$ cat src/rtl/sram_rr_arbiter.sv
// sram_rr_arbiter: round-robin sharing of one byte-wide SRAM controller
// between NUM_REQ requesters, one transaction in flight at a time.
//
// state | meaning
// IDLE  | no transaction; scan requests starting after last_gnt
// ISSUE | one-cycle trigger to the controller, latency counter loaded
// WAIT  | count down access latency; read byte captured at zero
// RESP  | ack the winner, advance round-robin pointer
module sram_rr_arbiter #(
  parameter int NUM_REQ = 3,
  parameter int MEM_LAT = 3,
  parameter int PTR_W   = 2
) (
  input  logic                  clk_in,
  input  logic                  rst_in,
  input  logic [NUM_REQ-1:0]    req_in,
  input  logic [NUM_REQ-1:0]    rw_in,
  input  logic [NUM_REQ*19-1:0] addr_in,
  input  logic [NUM_REQ*8-1:0]  wdata_in,
  output logic [NUM_REQ-1:0]    gnt_out,
  output logic [NUM_REQ-1:0]    ack_out,
  output logic [7:0]            rdata_out,
  output logic                  busy_out,
  output logic                  mem_trig_out,
  output logic                  mem_rw_out,
  output logic [18:0]           mem_addr_out,
  output logic [7:0]            mem_wdata_out,
  input  logic [7:0]            mem_rdata_in
);

  // Requests are padded to the full pointer range so a PTR_W-bit index
  // always selects a defined bit; padded bits are constant zero.
  localparam int               NSLOT    = 1 << PTR_W;
  localparam logic [PTR_W-1:0] LAT_LOAD = PTR_W'(MEM_LAT - 1);
  localparam logic [PTR_W-1:0] PTR_RST  = PTR_W'(NUM_REQ - 1);

  typedef enum logic [1:0] {
    IDLE  = 2'd0,
    ISSUE = 2'd1,
    WAIT  = 2'd2,
    RESP  = 2'd3
  } state_t;

  state_t             r_state;
  state_t             w_state_nxt;
  logic [PTR_W-1:0]   r_last_gnt;
  logic [PTR_W-1:0]   r_winner;
  logic [PTR_W-1:0]   r_cnt;
  logic [NUM_REQ-1:0] r_gnt;
  logic [7:0]         r_rdata;
  logic               r_mem_rw;
  logic [18:0]        r_mem_addr;
  logic [7:0]         r_mem_wdata;

  logic [NSLOT-1:0]   w_req_pad;
  logic               w_found;
  logic [PTR_W-1:0]   w_sel;
  logic [PTR_W-1:0]   w_scan_idx;
  logic [NUM_REQ-1:0] w_sel_onehot;
  logic               w_sel_rw;
  logic [18:0]        w_sel_addr;
  logic [7:0]         w_sel_wdata;
  logic               w_grant;

  assign w_req_pad = NSLOT'(req_in);

  // Round-robin scan: first requester at or after last_gnt+1, wrapping mod NUM_REQ.
  always_comb begin
    w_found    = 1'b0;
    w_sel      = '0;
    w_scan_idx = '0;
    for (int k = 1; k <= NUM_REQ; k++) begin
      w_scan_idx = PTR_W'((int'(r_last_gnt) + k) % NUM_REQ);
      if (!w_found && w_req_pad[w_scan_idx]) begin
        w_found = 1'b1;
        w_sel   = w_scan_idx;
      end
    end
  end

  // Mux the selected requester's fields and build its one-hot grant.
  always_comb begin
    w_sel_onehot = '0;
    w_sel_rw     = 1'b0;
    w_sel_addr   = '0;
    w_sel_wdata  = '0;
    for (int i = 0; i < NUM_REQ; i++) begin
      if (w_sel == PTR_W'(i)) begin
        w_sel_onehot[i] = 1'b1;
        w_sel_rw        = rw_in[i];
        w_sel_addr      = addr_in[19*i +: 19];
        w_sel_wdata     = wdata_in[8*i +: 8];
      end
    end
  end

  // State register.
  always_ff @(posedge clk_in or posedge rst_in) begin
    if (rst_in) begin
      r_state <= IDLE;
    end else begin
      r_state <= w_state_nxt;
    end
  end

  // Next-state logic and per-state strobes.
  always_comb begin
    w_state_nxt  = r_state;
    w_grant      = 1'b0;
    busy_out     = 1'b1;
    mem_trig_out = 1'b0;
    ack_out      = '0;
    case (r_state)
      IDLE: begin
        busy_out = 1'b0;
        if (w_found) begin
          w_grant     = 1'b1;
          w_state_nxt = ISSUE;
        end
      end
      ISSUE: begin
        mem_trig_out = 1'b1;
        w_state_nxt  = WAIT;
      end
      WAIT: begin
        if (r_cnt == '0) begin
          w_state_nxt = RESP;
        end
      end
      RESP: begin
        ack_out     = r_gnt;
        w_state_nxt = IDLE;
      end
      default: begin
        w_state_nxt = IDLE;
      end
    endcase
  end

  // Transaction datapath: latch fields at grant, run latency counter,
  // capture read byte, advance pointer on completion.
  always_ff @(posedge clk_in or posedge rst_in) begin
    if (rst_in) begin
      r_last_gnt  <= PTR_RST;
      r_winner    <= '0;
      r_cnt       <= '0;
      r_gnt       <= '0;
      r_rdata     <= '0;
      r_mem_rw    <= 1'b0;
      r_mem_addr  <= '0;
      r_mem_wdata <= '0;
    end else begin
      if (w_grant) begin
        r_winner    <= w_sel;
        r_gnt       <= w_sel_onehot;
        r_mem_rw    <= w_sel_rw;
        r_mem_addr  <= w_sel_addr;
        r_mem_wdata <= w_sel_wdata;
      end
      if (r_state == ISSUE) begin
        r_cnt <= LAT_LOAD;
      end else if (r_state == WAIT && r_cnt != '0) begin
        r_cnt <= r_cnt - PTR_W'(1);
      end
      if (r_state == WAIT && r_cnt == '0 && r_mem_rw) begin
        r_rdata <= mem_rdata_in;
      end
      if (r_state == RESP) begin
        r_gnt      <= '0;
        r_last_gnt <= r_winner;
      end
    end
  end

  assign gnt_out       = r_gnt;
  assign rdata_out     = r_rdata;
  assign mem_rw_out    = r_mem_rw;
  assign mem_addr_out  = r_mem_addr;
  assign mem_wdata_out = r_mem_wdata;

endmodule

$ cat config.mk
export PLATFORM = sky130hd
export DESIGN_NAME = sram_rr_arbiter
export DESIGN_NICKNAME = d
export VERILOG_FILES = /design/src/rtl/sram_rr_arbiter.sv
export SDC_FILE = /design/constraint.sdc
export NUM_CORES = 1
export LEC_CHECK = 0
export ABC_CLOCK_PERIOD_IN_PS = 2300
export CORE_ASPECT_RATIO = 0.6
export CORE_MARGIN = 2
export CORE_UTILIZATION = 26
export CTS_BUF_LIST = sky130_fd_sc_hd__clkbuf_8 sky130_fd_sc_hd__clkbuf_16
export CTS_CLUSTER_DIAMETER = 50
export DETAILED_ROUTE_END_ITERATION = 6
export PLACE_DENSITY = 0.58
export SKIP_LAST_GASP = 1
export SYNTH_ARGS = -nofsm -noshare
export SYNTH_HDL_FRONTEND = slang
export SYNTH_SLANG_ARGS = --single-unit
$ cat constraint.sdc
create_clock -name clk_in -period 2.3 [get_ports clk_in]
set_clock_uncertainty 0.15 [all_clocks]
set_input_delay 0.23 -clock clk_in [delete_from_list [all_inputs] [get_ports clk_in]]
set_output_delay 0.23 -clock clk_in [all_outputs]
set_load 0.01 [all_outputs]
# Yosys cells after proc, flatten, opt, wreduce, memory -nomap -nowiden
# Cells that the tools add are included.
[op_classes]
mux = 36
order_cmp = 3
add_sub_neg = 4
n_reduce_logical = 14
n_div = 3
eq_ne = 7
[op_table]
columns = ["op", "n"]
rows = [
  ["remainder unit 32 x 3 -> 32 bit, second input constant", 3],
  ["2-to-1 mux 19 bit", 3],
  ["2-to-1 mux 8 bit", 3],
  ["2-to-1 mux 1 bit", 16],
  ["2-to-1 mux 2 bit", 7],
  ["< comparator 2 x 3 -> 1 bit, second input constant", 3],
  ["2-to-1 mux 3 bit", 3],
  ["case mux 2 bit (4 select lines)", 1],
  ["adder 2 x 2 -> 3 bit, second input constant", 2],
  ["binary-select mux 1 bit (select 2 bit)", 3],
  ["== test 2 bit, second input constant", 3],
  ["logical NOT 2 bit", 3],
  ["nonzero test 2 bit", 3],
  ["logical AND 1 bit", 5],
  ["== test 2 x 1 -> 1 bit, second input constant", 2],
  ["inequality test 2 bit, second input constant", 2],
  ["adder 2 x 1 -> 3 bit, second input constant", 1],
  ["logical NOT 1 bit", 2],
  ["AND reduction 2 bit", 1],
  ["subtractor 2 x 1 -> 2 bit, second input constant", 1],
]
[word_totals]
out_inout_bits = 44
in_bits = 97
wordCells = 76
register_bits = 47

# Logic depth before layout (Yosys ltp)
# Gate-level depths: netlist of run 1.
[depth]
depth_word = 15
ltp_mapped = 11
ltp_nobuf = 8

# Least setup slack after synthesis of run 1
# OpenSTA, ideal clock, no wires.
[synth_path]
path_kind = "register to register"
from = "reg r_last_gnt[1]"
to = "reg r_mem_addr[18] (netlist: mem_addr_out[18])"
slack_ps = -249
required_time_ps = 2026
arrival_time_ps = 2275
period_less_slack_ps = 2549
setup_ps = 124
stages_incl_launch_ff = 10
n_path_buf = 2
path_cell_list = "dfstp_2 ha_1 buf_6 mux2_4 a32o_2 o41a_4 buf_6 and3_1 a21oi_1 o21ai_1"
[synth_between]
elab_chain_cells = 15
elab_cells_between_ends = 30
cone_classes = "add/sub: 3; div: 3; eq/ne: 2; mux: 17; reduce/logical: 5"
[synth_lines]
columns = ["element", "line", "rtl"]
rows = [
  ["from (decl)", "46", "logic [PTR_W-1:0] r_last_gnt;"],
  ["from (signal assigned)", "170", "r_last_gnt <= r_winner;"],
  ["adder 2 x 1 -> 3 bit", "73", "w_scan_idx = PTR_W'((int'(r_last_gnt) + k) % NUM_REQ);"],
  ["remainder unit 32 x 3 -> 32 bit", "73", ""],
  ["binary-select mux 1 bit (select 2 bit)", "74", "if (!w_found && w_req_pad[w_scan_idx]) begin"],
  ["2-to-1 mux 1 bit (not written as such)", "74", ""],
  ["2-to-1 mux 1 bit", "74", ""],
  ["logical NOT 1 bit", "74", ""],
  ["logical AND 1 bit", "74", ""],
  ["2-to-1 mux 1 bit", "74", ""],
  ["logical NOT 1 bit", "74", ""],
  ["logical AND 1 bit", "74", ""],
  ["2-to-1 mux 2 bit", "74", ""],
  ["logical NOT 2 bit", "88", "if (w_sel == PTR_W'(i)) begin"],
  ["2-to-1 mux 19 bit (3 in a row)", "88", ""],
  ["to (signal assigned)", "157", "r_mem_addr <= w_sel_addr;"],
  ["to (decl)", "52", "logic [18:0] r_mem_addr;"],
]
# Parallel ways exist; a longest one is shown, timed or not. The select of a mux whose other input is x is not followed.
# A chain may end at the register's enable or synchronous reset.

# Worst setup path after layout of run 1
[layout_path]
from = "reg r_last_gnt[1]"
to = "reg r_mem_addr[3] (netlist: mem_addr_out[3])"
# The elaborated chain is that of the path after synthesis.

==> results of run 1 <==
-- what timing repair did --
action                     CTS  global route
pin swaps                    1            23
resized for setup           19            28
gates cloned                 2             1
setup endpoints to repair   35            36
setup buffers                1             2
-- report_power, final --
group	total [W]	switching, W	internal (W)
Clock	0.000736	0.000332	0.000404
Combinational	0.00458	0.00212	0.00246
Sequential	0.00151	0.000249	0.00126
-- cell usage in the layout (no fill, tap or decap), types with 3 or more instances in the layout --
cell,instances
sky130_fd_sc_hd__a21oi_1,20
sky130_fd_sc_hd__a21oi_2,7
sky130_fd_sc_hd__and2_1,3
sky130_fd_sc_hd__and3_1,17
sky130_fd_sc_hd__and3_4,4
sky130_fd_sc_hd__buf_12,7
sky130_fd_sc_hd__buf_4,22
sky130_fd_sc_hd__buf_6,5
sky130_fd_sc_hd__clkbuf_16,6
sky130_fd_sc_hd__clkdlybuf4s50_1,140
sky130_fd_sc_hd__dfrtp_1,46
sky130_fd_sc_hd__ha_1,5
sky130_fd_sc_hd__inv_1,8
sky130_fd_sc_hd__inv_2,3
sky130_fd_sc_hd__mux2_2,8
sky130_fd_sc_hd__mux2_4,7
sky130_fd_sc_hd__mux2i_1,20
sky130_fd_sc_hd__nand2_1,14
sky130_fd_sc_hd__nand2b_1,3
sky130_fd_sc_hd__nor2_1,9
sky130_fd_sc_hd__nor2_2,5
sky130_fd_sc_hd__o21ai_0,11
sky130_fd_sc_hd__o21ai_1,30
-- cells by family (layout without fill, tap and decap cells) --
group | count (synthesis) | count (layout) | share of synthesized area (%)
compound gates | 78 | 79 | 16.1
xor+xnor | 1 | 1 | 0.331
fa+ha+maj | 8 | 8 | 3.79
buf+inv | 27 | 195 | 6.25
flops | 47 | 47 | 44.5
mux | 37 | 37 | 14.9
simple gates | 70 | 70 | 14.2
-- sequential cells by signal (all words and copies together), names as in the netlist --
register       count
mem_rw_out         1
rdata_out          8
mem_addr_out      19
mem_wdata_out      8
r_last_gnt         2
r_winner           2
r_cnt              2
gnt_out            3
r_state            2
-- worst paths after layout --
kind / from / to / slack (ns) / cells after the start
min in group clk_in: mem_addr_out[3] / mem_addr_out[3] / 0.34 / 2
max in group asynchronous: rst_in / mem_addr_out[4] / 1.35 / 3
max reg2reg: r_last_gnt[1] / mem_addr_out[3] / -0.31 / 9
min: rst_in / rdata_out[2] / 0.11 / 2
max: r_last_gnt[1] / mem_addr_out[3] / -0.31 / 9
min reg2reg: mem_addr_out[3] / mem_addr_out[3] / 0.34 / 2
-- per-layer routing --
| metal | up-vias | global-route usage (%) |
|---|---|---|
| li1 | 1288 | - |
| met1 | 1254 | 22.8 |
| met2 | 99 | 26.3 |
| met3 | 7 | 6.11 |
| met4 | 0 | 3.47 |
| met5 | - | 0 |
-- worst max-delay path, stage by stage, from the launching register on --
cell                        delay [ns]
sky130_fd_sc_hd__dfstp_2          0.56
sky130_fd_sc_hd__ha_4             0.23
sky130_fd_sc_hd__or2_1            0.23
sky130_fd_sc_hd__a32o_2           0.35
sky130_fd_sc_hd__buf_6            0.15
sky130_fd_sc_hd__o21ai_4          0.19
sky130_fd_sc_hd__clkbuf_16        0.18
sky130_fd_sc_hd__mux2_4           0.30
sky130_fd_sc_hd__nor2_2           0.11
sky130_fd_sc_hd__o21ai_1          0.06
-- cell type report --
type / count / area, µm²
multi-input combinational: 195 / 1520
sequential: 47 / 1180
clock inverter: 3 / 18.8
inverter: 11 / 41.3
clock buffer: 5 / 125
fill: 914 / 5010
timing repair buffer: 176 / 1820
tap: 135 / 169
-- stage by stage --
stage	area (µm²)	hold slack, ns	total power (W)
after floorplan	2720	0.228	0.00370
after global placement	4480	0.317	0.00547
after global routing	4870	0.146	0.00729
after detailed placement	4480	0.326	0.00554
after CTS	4750	0.120	0.00667
final	4870	0.111	0.00683
==> results.cfg, run 1 <==
[place]
gp_congestion = 0.780
port_buffers = 140
dpl_worst_slack_ns = -0.345
placedCellCount = 558
dp.final_hpwl_mm = 6.77

[floorplanning]
std_cell_rows = 28
dieWidth_um = 134
io_pins = 141
core_region_area_um2 = 9880
floorplan.die.height_um = 82.1
design.die.area_um2 = 11000
initial_utilization_pct = 26.8

[route]
top_signal_layer_used = met4
detail_route.wl_per_cell_um = 16.7
wirelength_mm = 9.55
via_per_inst = 4.63
route.layer.met1.wl_mm = 4.50
via_count = 2648
drt.antenna.violating_nets = 0
drt_pass1_iterations = 4
met3_wirelength_um = 856
drt_iter0_markers = 100
drc = 0
met2_length_mm = 4.14

[layout]
final-instance-count-excl-fill = 572
fraction_of_final_layout_cells_with_drive_strength_greater_than_1_pct = 22.4
final_antenna_diode_count = 0
final_util_pct = 49.3
synthToLayoutAreaGrowth_pct = 84.1
net_count_final = 541

[clocking]
worst_setup_hold_path_clk_slew_ns = 0.07
clock-root-buffer = sky130_fd_sc_hd__clkbuf_16
cts_max_level = 2
cts_tree = done
cts_buffers = 5
cts.sink_count = 47
worst_skew_pair.late_latency_ns = 0.29
cts.hold.buffers_added = 0
ctsLongestPathBuffers = 2

[synth]
syn_area_um2 = 2640
synth_sequential_area_ratio_pct = 44.5
post-synth-top-area-fraction_pct = 43.5
synth.net_count = 373
syn_inst = 268
syn_area_per_cell_um2 = 9.86
async_flop_share_pct = 100
synth_commonest_cells = sky130_fd_sc_hd__dfrtp_1, sky130_fd_sc_hd__a21oi_1, sky130_fd_sc_hd__mux2i_1
number_of_different_library_cells_in_the_post_synthesis_netlist = 41
netlist.top_cell.by_area = sky130_fd_sc_hd__dfrtp_1
ys.warnings.count = 0
yosysMostFrequentCell = sky130_fd_sc_hd__dfrtp_1
yosys_most_used_dff = sky130_fd_sc_hd__dfrtp_1
number_of_enable_flip_flop_cells_after_synthesis = 0
ys_ff_latch = 47
synth_area_leaders = sky130_fd_sc_hd__dfrtp_1, sky130_fd_sc_hd__mux2i_1, sky130_fd_sc_hd__mux2_2

[power]
power_leakage_nw = 2.06
maximum_vdd_drop_uv = 539
power_per_cell_area_nw_per_um2 = 1400

[critical_path]
timing.critical_path.fanout_max = 5
worstSetupPathType = register to register
worst_setup_path_end_kind = register
critical_path_required_ns = 2.33
worst_path_arrival_time_ns = 2.64
timing.critical_path.from_type = register

[sta]
timing.slew.headroom_pct = 70.1
rsz0062_at_grt = yes
setup_viol_count_final = 34
period_share_pct = 114
setup-tns-final_ns = -7.43
worst_margin_slew_ns = 0.448
layout_min_cycle_time_ns = 2.61
drv_slew = 0
finalHoldViolCount = 0
final.setup.worst_slack_ns = -0.312
max_freq_mhz = 383

[run_status]
violations = negative setup slack
outcome = complete, but fails checks

[run]
max-cap-violations = 0

[global_route]
wire_length_of_the_first_global_routing_pass_mm = 14.4
grtUsageTotal_pct = 16.9
vias_in_the_first_global_route = 2662
grt_start_max_net_pins = 31
grt-ovfl-total = 0
initial_antenna_violation_count = 0

[min_path]
worst_hold_path_type = input pin to async pin
(Power assumes the default switching activity.)
==> run 2: changes to the inputs <==
CAP_MARGIN = 20   (was unset)
CORE_UTILIZATION = 36   (was 26)
PLACE_DENSITY = 0.77   (was 0.58)
==> results.cfg, run 2 (synthesized netlist as in run 1, its figures left out) <==
[run_status]
outcome = complete, but fails checks
violations = negative setup slack

[critical_path]
timing.critical_path.slowest_stage_cell = sky130_fd_sc_hd__dfstp_2
critical_path_cell_count = 9
critPathLaunch = r_last_gnt[1]
timing.critical_path.cells = inv_2 > ha_4 > or2_1 > a32o_2 > buf_6 > o41a_4 > and3_4 > a21oi_1 > o21ai_1
reg2reg_to = mem_wdata_out[2]
worst_path_arrival_time_ns = 2.62
worst_r2r_path_depth = 9
endpoint = mem_wdata_out[2]
timing.critical_path.from_type = register
critical-path-max-stage-delay_ns = 0.56
path_buf_inv = 2
worst_setup_path_end_kind = register
critical_path_required_ns = 2.32
reg2reg_setup_slack_ns = -0.30
worstSetupPathType = register to register
worst_r2r_startpoint = r_last_gnt[1]
critical_path.top_delay_family = compound AO/OA/AOI/OAI gates
timing.critical_path.fanout_max = 7

[route]
via_per_inst = 5.18
detail_route.wl_per_cell_um = 17.5
drt_pass1_iterations = 4
drc = 0
drt.antenna.violating_nets = 0
wirelength_mm = 9.40
drt_iter0_markers = 183
via_count = 2785

[layout]
layout.cells.most_common = sky130_fd_sc_hd__clkdlybuf4s50_1
fraction_of_final_layout_cells_with_drive_strength_greater_than_1_pct = 26.0
largest_reg_flops = 19
synthToLayoutAreaGrowth_pct = 87.5
most_used_cells_in_the_layout_excluding_fill_and_tap_cells = sky130_fd_sc_hd__clkdlybuf4s50_1, sky130_fd_sc_hd__dfrtp_1, sky130_fd_sc_hd__buf_4
net_count_final = 551
final_antenna_diode_count = 0

[place]
dp.final_hpwl_mm = 6.54
port_buffers = 140
gp_congestion = 0.852
dpl_worst_slack_ns = -0.260

[floorplanning]
std_cell_rows = 24
initial_utilization_pct = 36.8
dieWidth_um = 115
design.die.area_um2 = 8070
io_pins = 141
floorplan.die.height_um = 70.4
core_region_area_um2 = 7180

[global_route]
grt-ovfl-total = 0
vias_in_the_first_global_route = 2718
grtUsageTotal_pct = 21.8
wire_length_of_the_first_global_routing_pass_mm = 13.9
initial_antenna_violation_count = 0
grt_start_max_net_pins = 29

[sta]
rsz0062_at_grt = yes
timing.slew.headroom_pct = 57.1
setup-tns-final_ns = -8.05
final.setup.worst_slack_ns = -0.300
layout_min_cycle_time_ns = 2.60
max_freq_mhz = 385
drv_slew = 0
period_share_pct = 113
finalHoldViolCount = 0
setup_viol_count_final = 35
worst_margin_slew_ns = 0.640

[clocking]
ctsLongestPathBuffers = 2
clock-root-buffer = sky130_fd_sc_hd__clkbuf_16
cts_max_level = 2
cts_buffers = 5
cts_tree = done
cts.sink_count = 47
cts.hold.buffers_added = 0
worst_setup_hold_path_clk_slew_ns = 0.07
worst_skew_pair.late_latency_ns = 0.28

[power]
power_per_cell_area_nw_per_um2 = 1430
maximum_vdd_drop_uv = 654
power.total_w = 0.00711
power_leakage_nw = 2.10

[run]
max-cap-violations = 0

[min_path]
worst_hold_path_type = input pin to async pin
## run 2: worst reg2reg max path, delay by kind of cell, from the launching register on
family	cells	cell delay [ns]
compound gates	4	1.01
flops	1	0.56
simple gates	2	0.43
buf+inv	2	0.20
fa+ha+maj	1	0.15
## run 2: area by class of cell
class                           instances  area (µm²)
Inverter                               11        41.3
Multi-Input combinational cell        196        1610
Tap cell                               91         114
Fill cell                             563        2220
Clock buffer                            5         125
Clock inverter                          3        17.5
Sequential cell                        47        1180
Timing Repair Buffer                  185        1870
## run 2: per-stage QoR
| stage | utilization [%] | hold WS, ns | area, µm² | instances |
|---|---|---|---|---|
| after global routing | 69.1 | 0.245 | 4960 | 538 |
| after detailed placement | 61.6 | 0.323 | 4420 | 516 |
| final | 69.1 | 0.192 | 4960 | 538 |
| after CTS | 65.2 | 0.217 | 4680 | 529 |
| after floorplan | - | 0.228 | 2720 | 268 |
| after global placement | 61.6 | 0.315 | 4420 | 516 |
## run 2: worst min path at each step
stage / to / slack, ns / startpoint / cells past startpoint
global placement: mem_addr_out[0] / 0.32 / mem_addr_out[0] / 2
CTS: mem_addr_out[5] / 0.22 / rst_in / 2
global route: mem_addr_out[5] / 0.24 / rst_in / 2
floorplan: mem_addr_out[17] / 0.23 / addr_in[36] / 2
finish: mem_addr_out[5] / 0.19 / rst_in / 2
detailed placement: mem_addr_out[2] / 0.32 / mem_addr_out[2] / 2
## run 2: routing by layer
| metal | part of all wire [%] | up-vias | wire (µm) | global-route usage, % |
|---|---|---|---|---|
| li1 | - | 1310 | - | - |
| met2 | 47 | 123 | 4380 | 36.4 |
| met4 | 0.67 | 0 | 63 | 2.98 |
| met1 | 45 | 1345 | 4200 | 29.2 |
| met5 | 0 | - | 0 | 0 |
| met3 | 8.1 | 7 | 758 | 5.82 |
## run 2: timing repair
item	in CTS	in global routing
gates cloned	1	3
pin swaps	6	20
resized for setup	14	45
buffers inserted	4	6
endpoints found under the setup margin	35	35
## run 2: report_power, final
group | switching (W) | internal, W
logic | 0.00222 | 0.00266
registers | 0.000260 | 0.00126
clock network | 0.000310 | 0.000399
==> run 3: changes to the inputs <==
HOLD_SLACK_MARGIN = 0.12   (was unset)
==> results of run 3 <==
Final layout, timing and power as in run 2 (identical DEF).
